$ cat config.mk
export PLATFORM = sky130hd
export DESIGN_NAME = pwm_capture
export DESIGN_NICKNAME = d
export VERILOG_FILES = /design/src/rtl/pwm_capture.sv
export SDC_FILE = /design/constraint.sdc
export NUM_CORES = 1
export LEC_CHECK = 0
export BUFFER_PORTS_ARGS = -buffer_cell sky130_fd_sc_hd__buf_4
export CAP_MARGIN = 20
export CORE_UTILIZATION = 40
export CTS_CLUSTER_SIZE = 14
export DETAILED_ROUTE_END_ITERATION = 8
export GPL_ROUTABILITY_DRIVEN = 0
export PLACE_DENSITY = 0.57
export SYNTH_ARGS = -nofsm -noshare
export SYNTH_HDL_FRONTEND = slang
export SYNTH_SLANG_ARGS = --single-unit
$ cat constraint.sdc
create_clock -name clk -period 1.9 [get_ports clk]
set_input_delay 0.19 -clock clk [delete_from_list [all_inputs] [get_ports clk]]
set_output_delay 0.19 -clock clk [all_outputs]
set_load 0.01 [all_outputs]
$ cat src/rtl/pwm_capture.sv
// PWM capture: recovers duty (high steps) and period (rise-to-rise steps) from a PWM line.
// Optional duty averaging of consecutive measurements is enabled by defining PWM_CAPTURE_AVG_EN.
module pwm_capture #(
  parameter int unsigned N             = 4,
  parameter int unsigned PERIOD_W      = 6,
  parameter int unsigned TIMEOUT_STEPS = 32,
  parameter int unsigned SYNC_STAGES   = 2
) (
  input  logic                clk,
  input  logic                rst,
  input  logic                ena,
  input  logic                pwm_in,
  output logic [N-1:0]        duty,
  output logic [PERIOD_W-1:0] period,
  output logic                valid,
  output logic                stuck
);

  localparam int unsigned DutyMax = (1 << N) - 1;
  localparam logic [PERIOD_W-1:0] CntMax     = '1;
  localparam logic [PERIOD_W-1:0] TimeoutCnt = PERIOD_W'(TIMEOUT_STEPS - 1);

  typedef enum logic {StSeek, StMeasure} state_e;

  state_e              state_q, state_d;
  logic [SYNC_STAGES-1:0] sync_q;
  logic                s, prev_q, prev_d, rise, timeout;
  logic [PERIOD_W-1:0] high_q, high_d, per_q, per_d;
  logic [PERIOD_W-1:0] period_q, period_d;
  logic [N-1:0]        duty_q, duty_d, meas, pub;
  logic                valid_q, valid_d, stuck_q, stuck_d;

`ifdef PWM_CAPTURE_AVG_EN
  logic [N-1:0] hist_q, hist_d;
  logic         hist_vld_q, hist_vld_d;
  logic [N:0]   sum;
`endif

  assign s    = sync_q[SYNC_STAGES-1];
  assign meas = (high_q > PERIOD_W'(DutyMax)) ? '1 : high_q[N-1:0];

`ifdef PWM_CAPTURE_AVG_EN
  assign sum = {1'b0, hist_q} + {1'b0, meas};
  assign pub = hist_vld_q ? N'(sum >> 1) : meas;
`else
  assign pub = meas;
`endif

  always_comb begin
    state_d  = state_q;
    prev_d   = prev_q;
    high_d   = high_q;
    per_d    = per_q;
    duty_d   = duty_q;
    period_d = period_q;
    stuck_d  = stuck_q;
    valid_d  = 1'b0;
`ifdef PWM_CAPTURE_AVG_EN
    hist_d     = hist_q;
    hist_vld_d = hist_vld_q;
`endif
    rise    = s & ~prev_q;
    timeout = ~rise & (per_q == TimeoutCnt);
    if (ena) begin
      prev_d = s;
      if (rise) begin
        // The rising step itself is the first high step of the new period.
        high_d  = PERIOD_W'(1);
        per_d   = PERIOD_W'(1);
        state_d = StMeasure;
        if (state_q == StMeasure) begin
          duty_d   = pub;
          period_d = per_q;
          valid_d  = 1'b1;
          stuck_d  = 1'b0;
`ifdef PWM_CAPTURE_AVG_EN
          hist_d     = meas;
          hist_vld_d = 1'b1;
`endif
        end
      end else if (timeout) begin
        duty_d   = {N{s}};
        period_d = '0;
        stuck_d  = 1'b1;
        valid_d  = 1'b1;
        high_d   = '0;
        per_d    = '0;
        state_d  = StSeek;
`ifdef PWM_CAPTURE_AVG_EN
        hist_vld_d = 1'b0;
`endif
      end else begin
        per_d = (per_q == CntMax) ? per_q : per_q + PERIOD_W'(1);
        if (state_q == StMeasure && s && high_q != CntMax) begin
          high_d = high_q + PERIOD_W'(1);
        end
      end
    end
  end

  // The synchronizer runs every clock, independent of ena.
  always_ff @(posedge clk) begin
    if (rst) begin
      sync_q <= '0;
    end else begin
      sync_q <= {sync_q[SYNC_STAGES-2:0], pwm_in};
    end
  end

  always_ff @(posedge clk) begin
    if (rst) begin
      state_q  <= StSeek;
      prev_q   <= 1'b1;
      high_q   <= '0;
      per_q    <= '0;
      duty_q   <= '0;
      period_q <= '0;
      valid_q  <= 1'b0;
      stuck_q  <= 1'b0;
`ifdef PWM_CAPTURE_AVG_EN
      hist_q     <= '0;
      hist_vld_q <= 1'b0;
`endif
    end else begin
      state_q  <= state_d;
      prev_q   <= prev_d;
      high_q   <= high_d;
      per_q    <= per_d;
      duty_q   <= duty_d;
      period_q <= period_d;
      valid_q  <= valid_d;
      stuck_q  <= stuck_d;
`ifdef PWM_CAPTURE_AVG_EN
      hist_q     <= hist_d;
      hist_vld_q <= hist_vld_d;
`endif
    end
  end

  assign duty   = duty_q;
  assign period = period_q;
  assign valid  = valid_q;
  assign stuck  = stuck_q;

endmodule

==> impl_metrics.yaml <==
status:
  status: "finished clean"
cells_and_area:
  final_cells: 201
  num_antenna_cells: 0
  layout-drive-gt1-share: 0.2420
  nets: 165
  area_delta_synth_final_pct: 11.90
  fin_util: 0.4889
sta:
  setup_tns_ps: 0
  worst_pin_slew_ps: 458.7
  period_minus_slack_ps: 1695
  rsz0062_at_grt: "no"
  finalCritPeriodShare: 0.8919
  report.final.slew_viol_count: 0
  finalSetupViolCount: 0
  fin_worst_skew_ps: 12.56
  slew_headroom: 0.6942
  hold_violations: 0
  max_freq_mhz: 590.1
setup_path:
  start_kind: "flip-flop"
  critPathKind: "reg2reg"
  crit_chain: "ha_1 -> nand2_1 -> o31ai_4 -> o32ai_1 -> a32o_1"
  crit_slowest_cell: "dfxtp_1"
  rrSetupSlack_ps: 210
  worstPathRequired_ps: 2130
  arrival_ps: 1930
  r2r_start: "per_q[0]$_SDFFE_PP0P_"
  end_kind: "flip-flop"
  worst-path-buf-inv: 0
  critPathTopFamily: "compound AO/OA/AOI/OAI gates"
  r2r_cells: 5
  r2r-end: "high_q[3]$_SDFFE_PP0P_"
  critPathMaxFanout: 6
  cp_slowest_stage_delay_ps: 410
global_route:
  grt_pass1_wl_um: 5016
  grt_overflow: 0
  grt_max_degree: 20
  grt_use_total: 0.1836
  antenna_found_initial: 0
  grt_pass1_vias: 1050
die:
  rows: 20
  fp.dieH_um: 60.69
  core_area_sq_um: 3153
  initial_core_util: 0.4369
  ios: 16
  die_w_um: 60.69
  dieArea_sq_um: 3683
logic_synthesis:
  synth-xor-area-share: 0
  yosys_warnings: 0
  syn-num-nets: 149
  synth-compound-area-share: 0.2988
  synth_top_area_share: 0.4069
  synth_area_sq_um: 1378
  ys_ff_latch: 28
  synth_mux_area_frac: 0
  seq_area_frac_synth: 0.4069
  synth_ff_type: "dfxtp_1"
  synth_top_family_by_area: "compound AO/OA/AOI/OAI gates"
  synth_edf_count: 0
  yosys-top-cells-area: "dfxtp_1 41%, a21oi_1 5.1%, o31ai_4 4.6%"
  synthSimpleGateAreaFrac: 0.2216
  yosys.area.top_type: "dfxtp_1"
  async_reset_ff_frac: 0
  synth.distinct_cells: 49
  syn_area_per_cell_sq_um: 9.633
  synth_cells: 143
  synth_adder_area_share: 0.01817
place:
  hpwl_um: 2111
  placed_cells: 198
  port_buffers: 15
power_and_ir_drop:
  ir_drop_mv: 0.1943
  power.leakage_nw: 0.5580
  powerDensity_nw_per_um2: 596.5
clocking:
  post_cts_buffers: 0
  clockBufferDepth: 2
  root_buffer: "clkbuf_4"
  cts_buffers: 3
  clock_sinks: 28
  htreeDepth: 1
  cts_tree: "built"
  cts_resized: 0
  clkLatencyLatePin_ps: 330
  clk_pin_slew_ps: 150
  cts_hold_buf: 0
detailed_routing:
  vias: 1156
  detail-route-antenna-nets: 0
  drtPass1Iterations: 4
  wirelength_um: 2977
  via_per_inst: 5.751
  drt_iter0_drc: 49
  post_drt_wl_per_cell_um: 14.81
  drc: 0
min_path:
  holdPathStages: 2
  min_to: "sync_q[0]$_SDFF_PP0_"
  hold_path.class: "in2reg"
  min_from: "pwm_in"
job:
  drv_cap: 0
[report_power, final]
group / switching [mW] / internal (mW) / total (mW)
Sequential: 0.00663 / 0.595 / 0.602
Clock: 0.172 / 0.0745 / 0.246
Combinational: 0.0431 / 0.0283 / 0.0714
[registers in the layout, indices dropped and copies added (netlist names)]
name	cells
high_q	6
valid	1
state_q	1
duty	4
per_q	6
prev_q	1
period	6
stuck	1
sync_q	2
[Yosys cell counts (all sizes together), types with 3 or more instances]
| cell type | instances |
|---|---|
| or4 | 4 |
| a21oi | 15 |
| nand3 | 5 |
| o21ai | 9 |
| nor2b | 3 |
| or3 | 3 |
| buf | 5 |
| nand2 | 10 |
| nand4 | 7 |
| clkbuf | 3 |
| inv | 5 |
| dfxtp | 28 |
| a22o | 5 |
| and3 | 4 |
| nor2 | 5 |
| o31ai | 4 |
[layer usage]
metal / wire length [um] / vias up / global-route usage
li1: - / 573 / -
met5: 0 / - / 0
met3: 108 / 5 / 0.02559
met2: 1320 / 27 / 0.2794
met1: 1510 / 551 / 0.2637
met4: 38 / 0 / 0.06818
[worst max path at each step]
stage	start	slack [ps]	to	depth (start not counted)
global route	sync_q[1]$_SDFF_PP0_	80	period[2]$_SDFFE_PP0P_	5
global placement	sync_q[1]$_SDFF_PP0_	230	period[2]$_SDFFE_PP0P_	5
detailed placement	sync_q[1]$_SDFF_PP0_	240	period[2]$_SDFFE_PP0P_	5
CTS	sync_q[1]$_SDFF_PP0_	210	period[2]$_SDFFE_PP0P_	5
floorplan	per_q[0]$_SDFFE_PP0P_	440	high_q[3]$_SDFFE_PP0P_	5
finish	per_q[0]$_SDFFE_PP0P_	210	high_q[3]$_SDFFE_PP0P_	5
[layout by cell type (no fill, tap or decap), types with 3 or more instances in the layout]
master    Yosys  layout
a21oi_1      14      14
a22o_1        4       4
and3_1        3       3
buf_4         0      19
clkbuf_4      0       3
dfxtp_1      28      28
inv_1         5       5
nand2_1      10      10
nand3_1       4       4
nand4_1       7       7
nor2_1        5       5
nor2b_1       3       3
o21ai_0       9       9
o31ai_4       3       3
[cell families (layout without fill, tap and decap cells)]
kind of cell,after synthesis,count (layout)
AOI/OAI and AO/OA,49,49
adders and majority gates,2,2
buffers and inverters,13,27
DFF,28,28
and+or+nand+nor,51,51
[layout make-up]
cell class                 count  area (sq um)
sequential                    28         560.5
clock buffer                   3         22.52
inverter                       5         18.77
tap                           44         55.05
fill                         325          1612
multi-input combinational    102         742.0
timing repair buffer          19         142.6
[metrics by stage]
step	area (sq um)	power, mW	setup WS, ps	hold slack [ps]
after floorplan	1378	0.6676	439.9	318.2
after global placement	1519	0.6852	234.0	408.6
after detailed placement	1519	0.6861	242.1	424.0
after CTS	1541	0.9264	210.5	78.42
after global routing	1541	0.9694	81.03	78.29
final	1541	0.9194	205.4	63.52
[worst register-to-register path: stages (launching register included)]
cell and delay [ps]:
dfxtp_1 410, ha_1 270, nand2_1 160, o31ai_4 290, o32ai_1 170, a32o_1 290
(Power assumes the default switching activity.)
